`src/rtl/decoder_arbiter.sv`:
```
// Shares one decoder among N_REQ requesters: grant 1 cycle after req, enable held HOLD_CYCLES, then a RELEASE gap.
// Requests are level-held until done; losers wait. Optional round-robin via DECODER_ARB_RR_EN (default fixed priority).
module decoder_arbiter #(
  parameter int IN_WIDTH    = 9,
  parameter int N_REQ       = 4,
  parameter int HOLD_CYCLES = 2
) (
  input  logic                      clk,
  input  logic                      rst_n,
  input  logic [N_REQ-1:0]          req,
  input  logic [N_REQ*IN_WIDTH-1:0] req_addr,
  output logic [N_REQ-1:0]          grant,
  output logic [N_REQ-1:0]          done,
  output logic                      dec_enable,
  output logic [IN_WIDTH-1:0]       dec_addr,
  output logic                      busy
);

  localparam int IDXW = (N_REQ > 1) ? $clog2(N_REQ) : 1;
  localparam int CW   = $clog2(HOLD_CYCLES + 1);

  typedef enum logic [1:0] {IDLE, ACTIVE, RELEASE} state_t;

  state_t          state;
  logic [CW-1:0]   cnt;
  logic [IDXW-1:0] w_q;
  logic [IDXW-1:0] win;
  logic [N_REQ-1:0] win_oh;

`ifdef DECODER_ARB_RR_EN
  logic [IDXW-1:0] ptr;

  // Search starts just after the last served requester.
  always_comb begin
    logic found;
    int   idx;
    win   = '0;
    found = 1'b0;
    idx   = 0;
    for (int k = 1; k <= N_REQ; k++) begin
      idx = (int'(ptr) + k) % N_REQ;
      if (!found && req[idx]) begin
        win   = IDXW'(idx);
        found = 1'b1;
      end
    end
  end
`else
  always_comb begin
    win = '0;
    for (int i = N_REQ - 1; i >= 0; i--) begin
      if (req[i]) win = IDXW'(i);
    end
  end
`endif

  always_comb begin
    win_oh      = '0;
    win_oh[win] = 1'b1;
  end

  always_ff @(posedge clk or negedge rst_n) begin
    if (!rst_n) begin
      state      <= IDLE;
      cnt        <= '0;
      w_q        <= '0;
      grant      <= '0;
      done       <= '0;
      dec_enable <= 1'b0;
      dec_addr   <= '0;
      busy       <= 1'b0;
`ifdef DECODER_ARB_RR_EN
      ptr        <= IDXW'(N_REQ - 1);
`endif
    end else begin
      case (state)
        IDLE: begin
          if (|req) begin
            w_q        <= win;
            dec_addr   <= req_addr[int'(win)*IN_WIDTH +: IN_WIDTH];
            grant      <= win_oh;
            dec_enable <= 1'b1;
            busy       <= 1'b1;
            cnt        <= CW'(HOLD_CYCLES - 1);
            state      <= ACTIVE;
          end
        end
        ACTIVE: begin
          if (cnt == '0) begin
            dec_enable <= 1'b0;
            grant      <= '0;
            done       <= grant;
            state      <= RELEASE;
`ifdef DECODER_ARB_RR_EN
            ptr        <= w_q;
`endif
          end else begin
            cnt <= cnt - 1'b1;
          end
        end
        RELEASE: begin
          done     <= '0;
          dec_addr <= '0;
          busy     <= 1'b0;
          state    <= IDLE;
        end
        default: state <= IDLE;
      endcase
    end
  end

endmodule

```
`config.mk`:
```
export PLATFORM = sky130hd
export DESIGN_NAME = decoder_arbiter
export DESIGN_NICKNAME = d
export VERILOG_FILES = /design/src/rtl/decoder_arbiter.sv
export SDC_FILE = /design/constraint.sdc
export NUM_CORES = 1
export LEC_CHECK = 0
export ABC_AREA = 1
export BUFFER_PORTS_ARGS = -buffer_cell sky130_fd_sc_hd__clkbuf_2
export CORE_MARGIN = 8
export CORE_UTILIZATION = 45
export DETAILED_ROUTE_END_ITERATION = 10
export GPL_TIMING_DRIVEN = 1
export HOLD_SLACK_MARGIN = 0.06
export MAX_ROUTING_LAYER = met4
export PLACE_DENSITY = 0.75
export SETUP_SLACK_MARGIN = 0.2
export SLEW_MARGIN = 20
export SYNTH_ARGS = -nofsm -noshare
export SYNTH_HDL_FRONTEND = slang
export SYNTH_SLANG_ARGS = --single-unit
```
`constraint.sdc`:
```
create_clock -name clk -period 1.5 [get_ports clk]
set_clock_uncertainty 0.2 [all_clocks]
set_input_delay 0.15 -clock clk [delete_from_list [all_inputs] [get_ports clk]]
set_output_delay 0.15 -clock clk [all_outputs]
set_load 0.05 [all_outputs]
```
* Word level (Yosys, flattened, before mapping)
Index checks and enable logic that the tools add are counted.
Cells by class: add/subtract/negate cells 1, reductions and logical operators 12, equal/unequal tests 5, $lt $le $gt $ge 2, muxes and demuxes 22, shift operators 1, multipliers 1
Operator list (number):
- $shiftx A36 B7 Y9 | 1
- $pmux W9 S2 | 1
- $pmux W4 S2 | 2
- $mux W2 | 7
- $mux W4 | 3
- $mux W9 | 1
- $pmux W2 S2 | 2
- $mul A2 B4 Y6 const B | 1
- $ne A2 B2 Y1 const B | 3
- $reduce_and A2 Y1 | 3
- $reduce_and A3 Y1 | 2
- $reduce_bool A2 Y1 | 3
- $logic_not A2 Y1 | 2
- $pmux W1 S2 | 2
- $reduce_or A4 Y1 | 1
- $lt A2 B3 Y1 const B | 1
- $mux W1 | 3
- $demux W1 S2 | 1
- $eq A2 B1 Y1 const B | 1
- $eq A2 B2 Y1 const B | 1
- $ge A2 B1 Y1 const B | 1
- $sub A2 B1 Y2 const B | 1
- $logic_and A1 B1 Y1 | 1
Word-level totals: input port bits 42, word-level logic and storage cells 51, register bits 23

* Logic depth before layout (Yosys ltp)
Gate-level depths: netlist of the first run.
word-level depth 10, depth in mapped cells 9, mapped depth without buffers 9

* Least setup slack after synthesis of the first run
No wires, ideal clock.
kind register to register, start register cnt[0], end register done[0], buffers on the path 1, stages on the path, launching flop included 7, slack 0.184 ns, library setup time 0.083 ns, arrival time 1.033 ns, cells stage by stage dfrtp_1 > inv_1 > ha_1 > nand2_1 > clkbuf_1 > nand3_1 > o21ai_0
On the way: word-level cells in the longest chain between the ends 3
RTL lines:
- from (decl) | RTL line 25 | logic [CW-1:0] cnt;
- from (signal assigned) | RTL line 84 | cnt <= CW'(HOLD_CYCLES - 1);
- from (signal assigned) | RTL line 98 | cnt <= cnt - 1'b1;
- $logic_not A2 Y1 | RTL line 89 | if (cnt == '0) begin
- $ne A2 B2 Y1 (no source line)
- $reduce_and A2 Y1 (no source line)
- to (signal assigned) | RTL line 92 | done <= grant;
- to (decl) | RTL line 13 | output logic [N_REQ-1:0] done,
No other way between the ends. A chain may end at the register's enable or synchronous reset.

* Worst setup path in the final report of the first run
start register state[1], end register dec_addr[0]
On the way: word-level cells in the longest chain between the ends 3, elaborated cells between the ends (all ways) 6, those cells by class eq/ne: 2; mux: 1; reduce/logical: 3
RTL lines:
- from (decl) | RTL line 24 | state_t state;
- from (signal assigned) | RTL line 64 | state <= IDLE;
- from (signal assigned) | RTL line 85 | state <= ACTIVE;
- from (signal assigned) | RTL line 93 | state <= RELEASE;
- $eq A2 B2 Y1 / $logic_not A2 Y1 (equally long branches) | RTL line 76 | case (state)
- $reduce_bool A2 Y1 (no source line) / $ne A2 B2 Y1 (equally long branches)
- $reduce_and A2 Y1 (no source line)
- to (signal assigned) | RTL line 80 | dec_addr <= req_addr[int'(win)*IN_WIDTH +: IN_WIDTH];
- to (decl) | RTL line 15 | output logic [IN_WIDTH-1:0] dec_addr,
Parallel ways exist; a longest one is shown, timed or not.

==> results of run 1 <==
metal layers:
metal / vias up / global-route usage [%]
met4: 0 / 8.66
met3: 19 / 2.58
met1: 765 / 22.4
met2: 83 / 32.7
li1: 778 / -
met5: - / -
path summary, 6_finish.rpt:
kind	slack, ns	start	endpoint	cells past startpoint
setup / recovery	0.11	state[1]	dec_addr[0]	6
hold reg to reg	0.31	dec_addr[7]	dec_addr[7]	2
min in group asynchronous	0.14	rst_n	cnt[1]	2
hold / removal	0.06	req_addr[20]	dec_addr[2]	7
max in group asynchronous	0.54	rst_n	state[1]	2
setup reg to reg	0.11	state[1]	dec_addr[0]	6
cell type report:
type,instances,area (µm²),share of cell area (%)
diodes,1,2.50,0.113
clock buffers,3,22.5,1.02
clock inverters,1,5.00,0.226
inverters,21,88.8,4.01
multi-input cells,119,646,29.2
flip-flops and latches,23,577,26.1
well taps,31,38.8,1.75
repair buffers,108,833,37.6
critical path, delay by kind of cell (launching register included):
family	cells	cell delay, ns
simple gates	5	0.53
flops	1	0.48
buf+inv	1	0.05
power groups by stage:
stage / Sequential [W] / Clock (W) / Combinational, W
3_5_place_dp: 0.00104 / 0 / 0.00191
2_1_floorplan: 0.00172 / 0 / 0.000733
4_1_cts: 0.00105 / 0.000300 / 0.00236
6_report: 0.00108 / 0.000304 / 0.00269
3_3_place_gp: 0.00103 / 0 / 0.00189
5_1_grt: 0.00110 / 0.000324 / 0.00286
sequential cells by signal, summed over array words and instances (netlist names):
| register | count |
|---|---|
| done | 4 |
| state | 2 |
| grant | 4 |
| busy | 1 |
| dec_enable | 1 |
| cnt | 2 |
| dec_addr | 9 |
through the flow:
stage	utilization, %	setup slack [ns]	cells	instance area (µm²)	power (W)
4_1_cts	78.1	0.163	300	2120	0.00371
5_1_grt	81.7	0.0440	307	2210	0.00428
2_1_floorplan	-	0.227	169	1270	0.00245
3_5_place_dp	60.1	0.126	262	1630	0.00295
6_report	81.7	0.109	307	2210	0.00407
3_3_place_gp	60.1	0.167	262	1630	0.00292
layout by cell type (no fill, tap or decap), types with 2 or more instances in the layout:
cell           instances
dfrtp_1               22
nand3_1               33
inv_1                 13
nor2_1                 2
nand2_1               43
dlygate4sd3_1         32
inv_2                  6
nand4_1               12
nand2_2                6
nand2_4                2
clkbuf_8               3
inv_6                  2
o21ai_1                5
clkbuf_4               4
buf_4                 25
nor2_4                 3
o21ai_0                5
buf_6                  5
nand3_2                3
clkbuf_2              41
cell families (layout without fill, tap and decap cells):
| logic type | after synthesis | after routing | synth area share (%) |
|---|---|---|---|
| compound gates | 13 | 13 | 5.84 |
| fa+ha+maj | 1 | 1 | 0.989 |
| buf+inv | 27 | 133 | 9.20 |
| flops | 23 | 23 | 45.5 |
| other cells | 0 | 1 | 0 |
| simple gates | 105 | 105 | 38.5 |
synthesized netlist by cell type (all sizes together):
library cell	n	area, µm²
nand3	36	180
buf	5	33.8
o21ai	12	67.6
clkbuf	1	3.75
ha	1	12.5
dfrtp	23	576
nand4	12	75.1
nand2	51	199
o22ai	1	6.26
inv	21	78.8
nor2	6	32.5
repair_timing:
action                                  CTS  global route
setup buffers                             2             6
gates resized for setup                  43            32
endpoints found under the hold margin    33             0
pin swaps                                 7             9
hold buffers                             32             0
endpoints found under the setup margin   38            39
==> summary.md, run 1 <==
| Metric | Value |
|---|---|
| Peak VDD IR | 1.64 mV |
| RSZ-0062 raised after global routing | true |
| Hpwl dp | 2.93 mm |
| Flop pwr share | 26.5% |
| Starting DRT DRC Count | 184 |
| Period Utilization, post-route | 92.7% |
| Initial Util | 46.7% |
| Gate count of the mapped netlist | 169 |
| Die height | 69.0 µm |
| Synth unique cells | 18 |
| CTS Buf Count | 3 |
| Pre-Repair DR Iteration Count | 4 |
| F_max | 0.719 GHz |
| I/O pins | 61 |
| Lkg Pwr | 1.15 nW |
| Clock slew at reported path FFs | 0.14 ns |
| Status | finished, final reports clean |
| Total Neg Setup Slack | 0 ns |
| Largest net degree at the start of global routing | 24 |
| Core Region | 2710 µm² |
| Hold_ws | 0.0573 ns |
| WP data required | 1.51 ns |
| Syn Area/Cell | 7.48 µm² |
| Hold Fails Final Rpt | 0 |
| Post-Route WL | 4.90 mm |
| Htree depth | 1 |
| CTS Root Cell | clkbuf_4 |
| Initial antenna violation count | 1 |
| First-pass GRT wire length | 7.70 mm |
| GP Congestion | 0.792 |
| FP Rows | 19 |
| Critical Path AT | 1.40 ns |
| Post-synthesis register bit count | 23 |
| Slew margin rel. | 60.1% |
| Die Area | 4760 µm² |
| Sw Pwr | 0.00209 W |
| WL/cell | 16.0 µm |
| P_int | 0.00198 W |
| CTS tree | done |
| Startpoint class of the critical path | flop |
| Synthesized cell area | 1260 µm² |
| Most frequent CP cell | nand2_4 |
| Met2 wire length | 2.50 mm |
| Met1 WL | 1.99 mm |
| Critical path capture point type | flop |
| CP max stage cell | dfrtp_2 |
| GRT Overall Usage | 19.4% |
| Ys Warns | 0 |
| DRC errors left | 0 |
| Clk sinks | 23 |
| Fillers | 169 |
| Met3 wire len | 247 µm |
| Vias in the first global route | 1638 |
| Worst-path fanout max | 8 |
| Fin nets | 319 |
| Final setup viols | 0 |
| Vias after detailed routing | 1645 |
| I/O Buffers | 60 |
| Share of cells above drive strength 1 | 38.9% |
| Mapped Nets | 212 |
| Max Cap Viol | 0 |
| Kind of critical path | flop to flop |
| Longest Clk Path Bufs | 2 |
| Combinational share of power | 66.1% |
| Syn-to-layout area delta | 75.0% |
| Highest metal used | met4 |
| Crit path largest cell delay | 0.48 ns |
| CP Cell Sequence | nor2_4 > nand2_4 > nand2_4 > inv_6 > nand2_1 > nand4_1 |
| Seq/Total Area, Yosys | 45.5% |
| Routed vias/inst | 5.36 |
| Die Wd | 69.0 µm |
| Hold Crit Class | input pin to flop |
| Clk_lat worst skew | 0.32 ns |
| Overflow after GRT | 0 |
| Post-route minimum period | 1.39 ns |
| Sw Share | 51.4% |
| Cell Pwr Density | 1840 nW/µm² |
| Final Max Tran Viols | 0 |
| Clock power frac | 7.5% |
| ANT nets after route | 0 |
| Slew @ Worst Pin | 0.599 ns |
Note: power is estimated with default switching activity, not from simulation.
==> inputs of run 2 (changes only) <==
--- a/config.mk
+++ b/config.mk
@@ -7,8 +7,11 @@
 export LEC_CHECK = 0
 export ABC_AREA = 1
 export BUFFER_PORTS_ARGS = -buffer_cell sky130_fd_sc_hd__clkbuf_2
+export CAP_MARGIN = 10
+export CELL_PAD_IN_SITES_DETAIL_PLACEMENT = 1
+export CELL_PAD_IN_SITES_GLOBAL_PLACEMENT = 1
 export CORE_MARGIN = 8
-export CORE_UTILIZATION = 45
+export CORE_UTILIZATION = 31
 export DETAILED_ROUTE_END_ITERATION = 10
 export GPL_TIMING_DRIVEN = 1
 export HOLD_SLACK_MARGIN = 0.06
==> summary.md, run 2 (synthesis gave the netlist of run 1 again) <==
| Metric | Value |
|---|---|
| Status | finished, final reports clean (unchanged) |
| Peak VDD IR | 0.942 mV (was 1.64 mV) |
| Die Area | 6380 µm² (was 4760 µm²) |
| Die height | 79.9 µm (was 69.0 µm) |
| Post-route minimum period | 1.41 ns (was 1.39 ns) |
| Critical Path AT | 1.36 ns (was 1.40 ns) |
| DRC errors left | 0 (unchanged) |
| F_max | 0.709 GHz (was 0.719 GHz) |
| Final instance area | 2220 µm² (was 2210 µm²) |
| Clk_lat worst skew | 0.27 ns (was 0.32 ns) |
| Core Region | 3970 µm² (was 2710 µm²) |
| GP Congestion | 0.784 (was 0.792) |
| Crit path largest cell delay | 0.44 ns (was 0.48 ns) |
| Startpoint class of the critical path | flop (unchanged) |
| Fin nets | 318 (was 319) |
| CTS Buf Count | 3 (unchanged) |
| RSZ-0062 raised after global routing | true (unchanged) |
| Leading cell types in the layout, fill and taps excluded | clkbuf_2, nand2_1, nand3_1, dlygate4sd3_1, dfrtp_1 (was nand2_1, clkbuf_2, nand3_1, dlygate4sd3_1, buf_4) |
| Commonest non-fill, non-tap cell in the layout | clkbuf_2 (was nand2_1) |
| Worst hold endpoint | grant[1] (was dec_addr[2]) |
| WP data required | 1.45 ns (was 1.51 ns) |
| Hpwl dp | 3.51 mm (was 2.93 mm) |
| Hold Path Stages | 3 (was 7) |
| Hold Crit Class | input pin to flop (unchanged) |
| Flop2flop setup slack | 0.09 ns (was 0.11 ns) |
| Worst-path fanout max | 5 (was 8) |
| DP Area | 1650 µm² (was 1630 µm²) |
| Slew @ Worst Pin | 0.606 ns (was 0.599 ns) |
| Hold Fails Final Rpt | 0 (unchanged) |
| Share of cells above drive strength 1 | 43.1% (was 38.9%) |
| Clk sinks | 23 (unchanged) |
| # diodes | 0 (was 1) |
| Vias after detailed routing | 1630 (was 1645) |
| Largest net degree at the start of global routing | 24 (unchanged) |
| Vias in the first global route | 1707 (was 1638) |
| Levels on crit path | 5 (was 6) |
| Starting DRT DRC Count | 59 (was 184) |
| Critical path capture point type | flop (unchanged) |
| Initial antenna violation count | 0 (was 1) |
| Top delay family on crit path | flip-flops (was simple AND/OR/NAND/NOR gates) |
| Hold Buf Count CTS | 29 (was 32) |
| Worst reg-to-reg path cell count | 5 (was 6) |
| Pre-Repair DR Iteration Count | 4 (unchanged) |
| I/O Buffers | 60 (unchanged) |
| Reg-to-reg critical path endpoint | grant[3] (was dec_addr[0]) |
| Reg with most FFs | dec_addr (unchanged) |
| Critical R2R Launch | state[0] (was state[1]) |
| Crit path from | state[0] (was state[1]) |
| Slew margin rel. | 59.6% (was 60.1%) |
| CP max stage cell | dfrtp_1 (was dfrtp_2) |
| Die Wd | 79.9 µm (was 69.0 µm) |
| Kind of critical path | flop to flop (unchanged) |
| CTS tree | done (unchanged) |
| Max Cap Viol | 0 (unchanged) |
| Bufs and invs on worst path | 1 (unchanged) |
| ANT nets after route | 0 (unchanged) |
| Syn-to-layout area delta | 75.4% (was 75.0%) |
| Most frequent CP cell | nand2_4 (unchanged) |
| Regs by FF count | dec_addr x9, done x4, grant x4 (unchanged) |
| Overflow after GRT | 0 (unchanged) |
| Post-Route WL | 5.53 mm (was 4.90 mm) |
| Clock slew at reported path FFs | 0.10 ns (was 0.14 ns) |
| I/O pins | 61 (unchanged) |
| Largest register FFs | 9 (unchanged) |
| Hold_sp | req[1] (was req_addr[20]) |
| Longest Clk Path Bufs | 2 (unchanged) |
| Htree depth | 1 (unchanged) |
| Cell Pwr Density | 1930 nW/µm² (was 1840 nW/µm²) |
| Hold_ws | 0.0113 ns (was 0.0573 ns) |
| Initial Util | 31.9% (was 46.7%) |
| Final setup viols | 0 (unchanged) |
| First-pass GRT wire length | 8.79 mm (was 7.70 mm) |
| Period Utilization, post-route | 94.0% (was 92.7%) |
| FP Rows | 23 (was 19) |
| Lkg Pwr | 1.15 nW (about the same) |
| Final Max Tran Viols | 0 (unchanged) |
| CTS Root Cell | clkbuf_8 (was clkbuf_4) |
| WL/cell | 17.1 µm (was 16.0 µm) |
| Total Neg Setup Slack | 0 ns (unchanged) |
| CP Cell Sequence | nor2_4 > nand2_4 > buf_6 > nand2_4 > o21ai_0 (was nor2_4 > nand2_4 > nand2_4 > inv_6 > nand2_1 > nand4_1) |
| Routed vias/inst | 5.03 (was 5.36) |
| GRT Overall Usage | 17.9% (was 19.4%) |
[run 2: cell types whose count changed in the layout (fill, tap and decap cells not counted), sizes merged]
cell,delta
diode,-1
buf,-7
clkinv,-1
dlygate4sd3,-3
clkbuf,+9
clkinvlp,+1
[run 2: layout make-up]
| class | count | area, µm² |
|---|---|---|
| clock inverters | 1 | 7.51 |
| well taps | 50 | 62.6 |
| repair buffers | 107 | 748 |
| fillers | 499 | 1750 |
| multi-input cells | 119 | 693 |
| clock buffers | 3 | 41.3 |
| flip-flops and latches | 23 | 577 |
| inverters | 21 | 88.8 |
[run 2: worst max path at each step]
stage,endpoint
5_1_grt,dec_addr[6]
6_report,grant[3]
3_5_place_dp,dec_addr[3]
2_1_floorplan,dec_addr[6]
3_3_place_gp,dec_addr[6]
4_1_cts,dec_addr[6]
[run 2: power by group]
group          internal [W]  switching [W]  total, W
clock              0.000188       0.000229  0.000418
sequential         0.000885       0.000174   0.00106
combinational      0.000959        0.00184   0.00280
total               0.00203        0.00225   0.00428
[run 2: timing repair]
action                     CTS  global route
pin swaps                    5             9
resized for setup           30            32
cloned                       0             1
setup buffers                7             2
setup endpoints to repair   22            28
hold endpoints to repair    32             1
[run 2: metal layers]
layer  global-route usage (%)  share of wire [%]  vias to the layer above
met3                     1.80                4.5                        8
met4                     6.36                1.6                        0
met5                        -                  0                        -
met2                     30.9                 53                       62
met1                     20.8                 41                      789
li1                         -                  -                      771
[run 2: through the flow]
stage	utilization (%)	std cells	worst slack [ns]	total power (W)
floorplan	-	169	0.227	0.00245
global placement	41.6	281	0.161	0.00296
detailed placement	41.6	281	0.121	0.00301
CTS	53.6	321	0.149	0.00395
global route	55.9	324	0.0528	0.00451
finish	55.9	324	0.0899	0.00428
[run 2: worst register-to-register path, cell delays in order, from the launching register on]
cell and delay [ns]:
dfrtp_1 0.44, nor2_4 0.19, nand2_4 0.14, buf_6 0.16, nand2_4 0.08, o21ai_0 0.09
==> inputs of run 3 (changes only) <==
--- a/config.mk
+++ b/config.mk
@@ -16,7 +16,7 @@
 export GPL_TIMING_DRIVEN = 1
 export HOLD_SLACK_MARGIN = 0.06
 export MAX_ROUTING_LAYER = met4
-export PLACE_DENSITY = 0.75
+export PLACE_DENSITY = 0.87
 export SETUP_SLACK_MARGIN = 0.2
 export SLEW_MARGIN = 20
 export SYNTH_ARGS = -nofsm -noshare
==> summary.md, run 3 (synthesis gave the netlist of run 1 again) <==
| Metric | Value |
|---|---|
| CTS tree | done (unchanged) |
| Largest net degree at the start of global routing | 24 (unchanged) |
| Longest Clk Path Bufs | 2 (unchanged) |
| Clock slew at reported path FFs | 0.09 ns (was 0.10 ns) |
| Pre-Repair DR Iteration Count | 4 (unchanged) |
| Regs by FF count | dec_addr x9, done x4, grant x4 (unchanged) |
| WL/cell | 15.9 µm (was 17.1 µm) |
| Finished Core Util | 53.1% (was 55.9%) |
| Hpwl dp | 3.43 mm (was 3.51 mm) |
| First-pass GRT wire length | 8.27 mm (was 8.79 mm) |
| Total Neg Setup Slack | 0 ns (unchanged) |
| FP Rows | 23 (unchanged) |
| I/O Buffers | 60 (unchanged) |
| Bufs and invs on worst path | 1 (unchanged) |
| Slew margin rel. | 61.6% (was 59.6%) |
| Crit path largest cell delay | 0.46 ns (was 0.44 ns) |
| Htree depth | 1 (unchanged) |
| Worst reg-to-reg path cell count | 5 (unchanged) |
| Vias after detailed routing | 1546 (was 1630) |
| Fillers | 494 (was 499) |
| Share of cells above drive strength 1 | 38.3% (was 43.1%) |
| Reg-to-reg critical path endpoint | dec_addr[5] (was grant[3]) |
| Post-route minimum period | 1.39 ns (was 1.41 ns) |
| DRC errors left | 0 (unchanged) |
| Leading cell types in the layout, fill and taps excluded | clkbuf_2, nand2_1, nand3_1, dlygate4sd3_1, dfrtp_1 (unchanged) |
| Critical Path AT | 1.34 ns (was 1.36 ns) |
| Die Wd | 79.9 µm (unchanged) |
| Final Max Tran Viols | 0 (unchanged) |
| Dpl cells | 280 (was 281) |
| Period Utilization, post-route | 92.5% (was 94.0%) |
| # diodes | 0 (unchanged) |
| Largest register FFs | 9 (unchanged) |
| Worst-path fanout max | 7 (was 5) |
| Final setup viols | 0 (unchanged) |
| Clk sinks | 23 (unchanged) |
| Hold Fails Final Rpt | 0 (unchanged) |
| Startpoint class of the critical path | flop (unchanged) |
| CP Cell Sequence | nor2_4 > nand2_4 > buf_4 > nand3_1 > nand4_1 (was nor2_4 > nand2_4 > buf_6 > nand2_4 > o21ai_0) |
| Clk_lat worst skew | 0.27 ns (about the same) |
| CTS Buf Count | 3 (unchanged) |
| Levels on crit path | 5 (unchanged) |
| Cell Pwr Density | 1860 nW/µm² (was 1930 nW/µm²) |
| Lkg Pwr | 1.11 nW (was 1.15 nW) |
| CP max stage cell | dfrtp_2 (was dfrtp_1) |
| Reg with most FFs | dec_addr (unchanged) |
| Initial antenna violation count | 0 (unchanged) |
| Dpl ws | 0.0119 ns (was 0.121 ns) |
| Final Non-Filler Cells | 316 (was 324) |
| Top delay family on crit path | flip-flops (unchanged) |
| Overflow after GRT | 0 (unchanged) |
| Crit path to | dec_addr[5] (was grant[3]) |
| Commonest non-fill, non-tap cell in the layout | clkbuf_2 (unchanged) |
| Routed vias/inst | 4.89 (was 5.03) |
| Fin nets | 310 (was 318) |
| ANT nets after route | 0 (unchanged) |
| GRT Overall Usage | 16.5% (was 17.9%) |
| Crit path from | state[1] (was state[0]) |
| Vias in the first global route | 1743 (was 1707) |
| Hold Crit Class | input pin to flop (unchanged) |
| Peak VDD IR | 0.640 mV (was 0.942 mV) |
| Starting DRT DRC Count | 58 (was 59) |
| Status | finished, final reports clean (unchanged) |
| Initial Util | 31.9% (unchanged) |
| Die Area | 6380 µm² (unchanged) |
| Worst setup margin | 0.112 ns (was 0.0899 ns) |
| Slew @ Worst Pin | 0.577 ns (was 0.606 ns) |
| Syn-to-layout area delta | 66.7% (was 75.4%) |
| WP data required | 1.45 ns (about the same) |
| Core Region | 3970 µm² (unchanged) |
| Post-Route WL | 5.01 mm (was 5.53 mm) |
| RSZ-0062 raised after global routing | true (unchanged) |
| Die height | 79.9 µm (unchanged) |
| CTS Root Cell | clkbuf_8 (unchanged) |
| Flop2flop setup slack | 0.11 ns (was 0.09 ns) |
| I/O pins | 61 (unchanged) |
| Pwr Total | 0.00391 W (was 0.00428 W) |
| Kind of critical path | flop to flop (unchanged) |
| Critical path capture point type | flop (unchanged) |
| F_max | 0.720 GHz (was 0.709 GHz) |
| Critical R2R Launch | state[1] (was state[0]) |
| GP Congestion | 0.757 (was 0.784) |
| Max Cap Viol | 0 (unchanged) |
==> run 3: cell count changes in the layout (fill, tap and decap cells not counted), sizes merged <==
cell	before	now
dlygate4sd3	29	27
clkbuf	57	53
buf	24	22
==> run 3: per-layer routing <==
layer / vias up / track usage (%) / share of wire [%]
met1: 737 / 19.5 / 44
met2: 52 / 27.2 / 49
met4: 0 / 6.55 / 1.3
li1: 753 / - / -
met3: 4 / 2.82 / 5.4
met5: - / - / 0
==> run 3: worst min-delay path by stage <==
stage | startpoint | cells after the start | slack [ns] | endpoint
6_report | req_addr[18] | 5 | 0.08 | dec_addr[0]
5_1_grt | req_addr[18] | 5 | 0.10 | dec_addr[0]
4_1_cts | req_addr[18] | 5 | 0.06 | dec_addr[0]
3_5_place_dp | rst_n | 1 | -0.03 | dec_enable
3_3_place_gp | rst_n | 1 | -0.04 | busy
2_1_floorplan | rst_n | 0 | -0.35 | busy
==> run 3: area by class of cell <==
type / instances / area (µm²) / share of cell area [%]
Clock buffer: 3 / 41.3 / 1.96
Clock inverter: 1 / 7.51 / 0.356
Inverter: 21 / 91.3 / 4.33
Multi-Input combinational cell: 119 / 653 / 31.0
Sequential cell: 23 / 577 / 27.4
Tap cell: 50 / 62.6 / 2.97
Timing Repair Buffer: 99 / 676 / 32.0
==> run 3: worst register-to-register path, delay by kind of cell (launching register included) <==
family | cells | cell delay [ns]
buffers and inverters | 1 | 0.16
AND/OR/NAND/NOR | 4 | 0.44
flip-flops | 1 | 0.46
==> run 3: where the power goes <==
part	internal (W)	switching [W]	total, W
clock network	0.000188	0.000211	0.000399
registers	0.000885	0.000180	0.00106
logic	0.000769	0.00168	0.00245
==> run 3: stage by stage <==
stage                     instance area, µm²  hold WS [ns]
after floorplan                         1270        -0.346
after global placement                  1650       -0.0396
after detailed placement                1650       -0.0252
after CTS                               2060        0.0610
after global routing                    2110         0.103
final                                   2110        0.0844
==> run 3: repair_timing <==
| action | in CTS | in global routing |
|---|---|---|
| setup endpoints to repair | 21 | 34 |
| hold buffers | 27 | 0 |
| resized for setup | 22 | 30 |
| endpoints found under the hold margin | 32 | 0 |
| setup buffers | 5 | 0 |
| pin swaps | 7 | 6 |
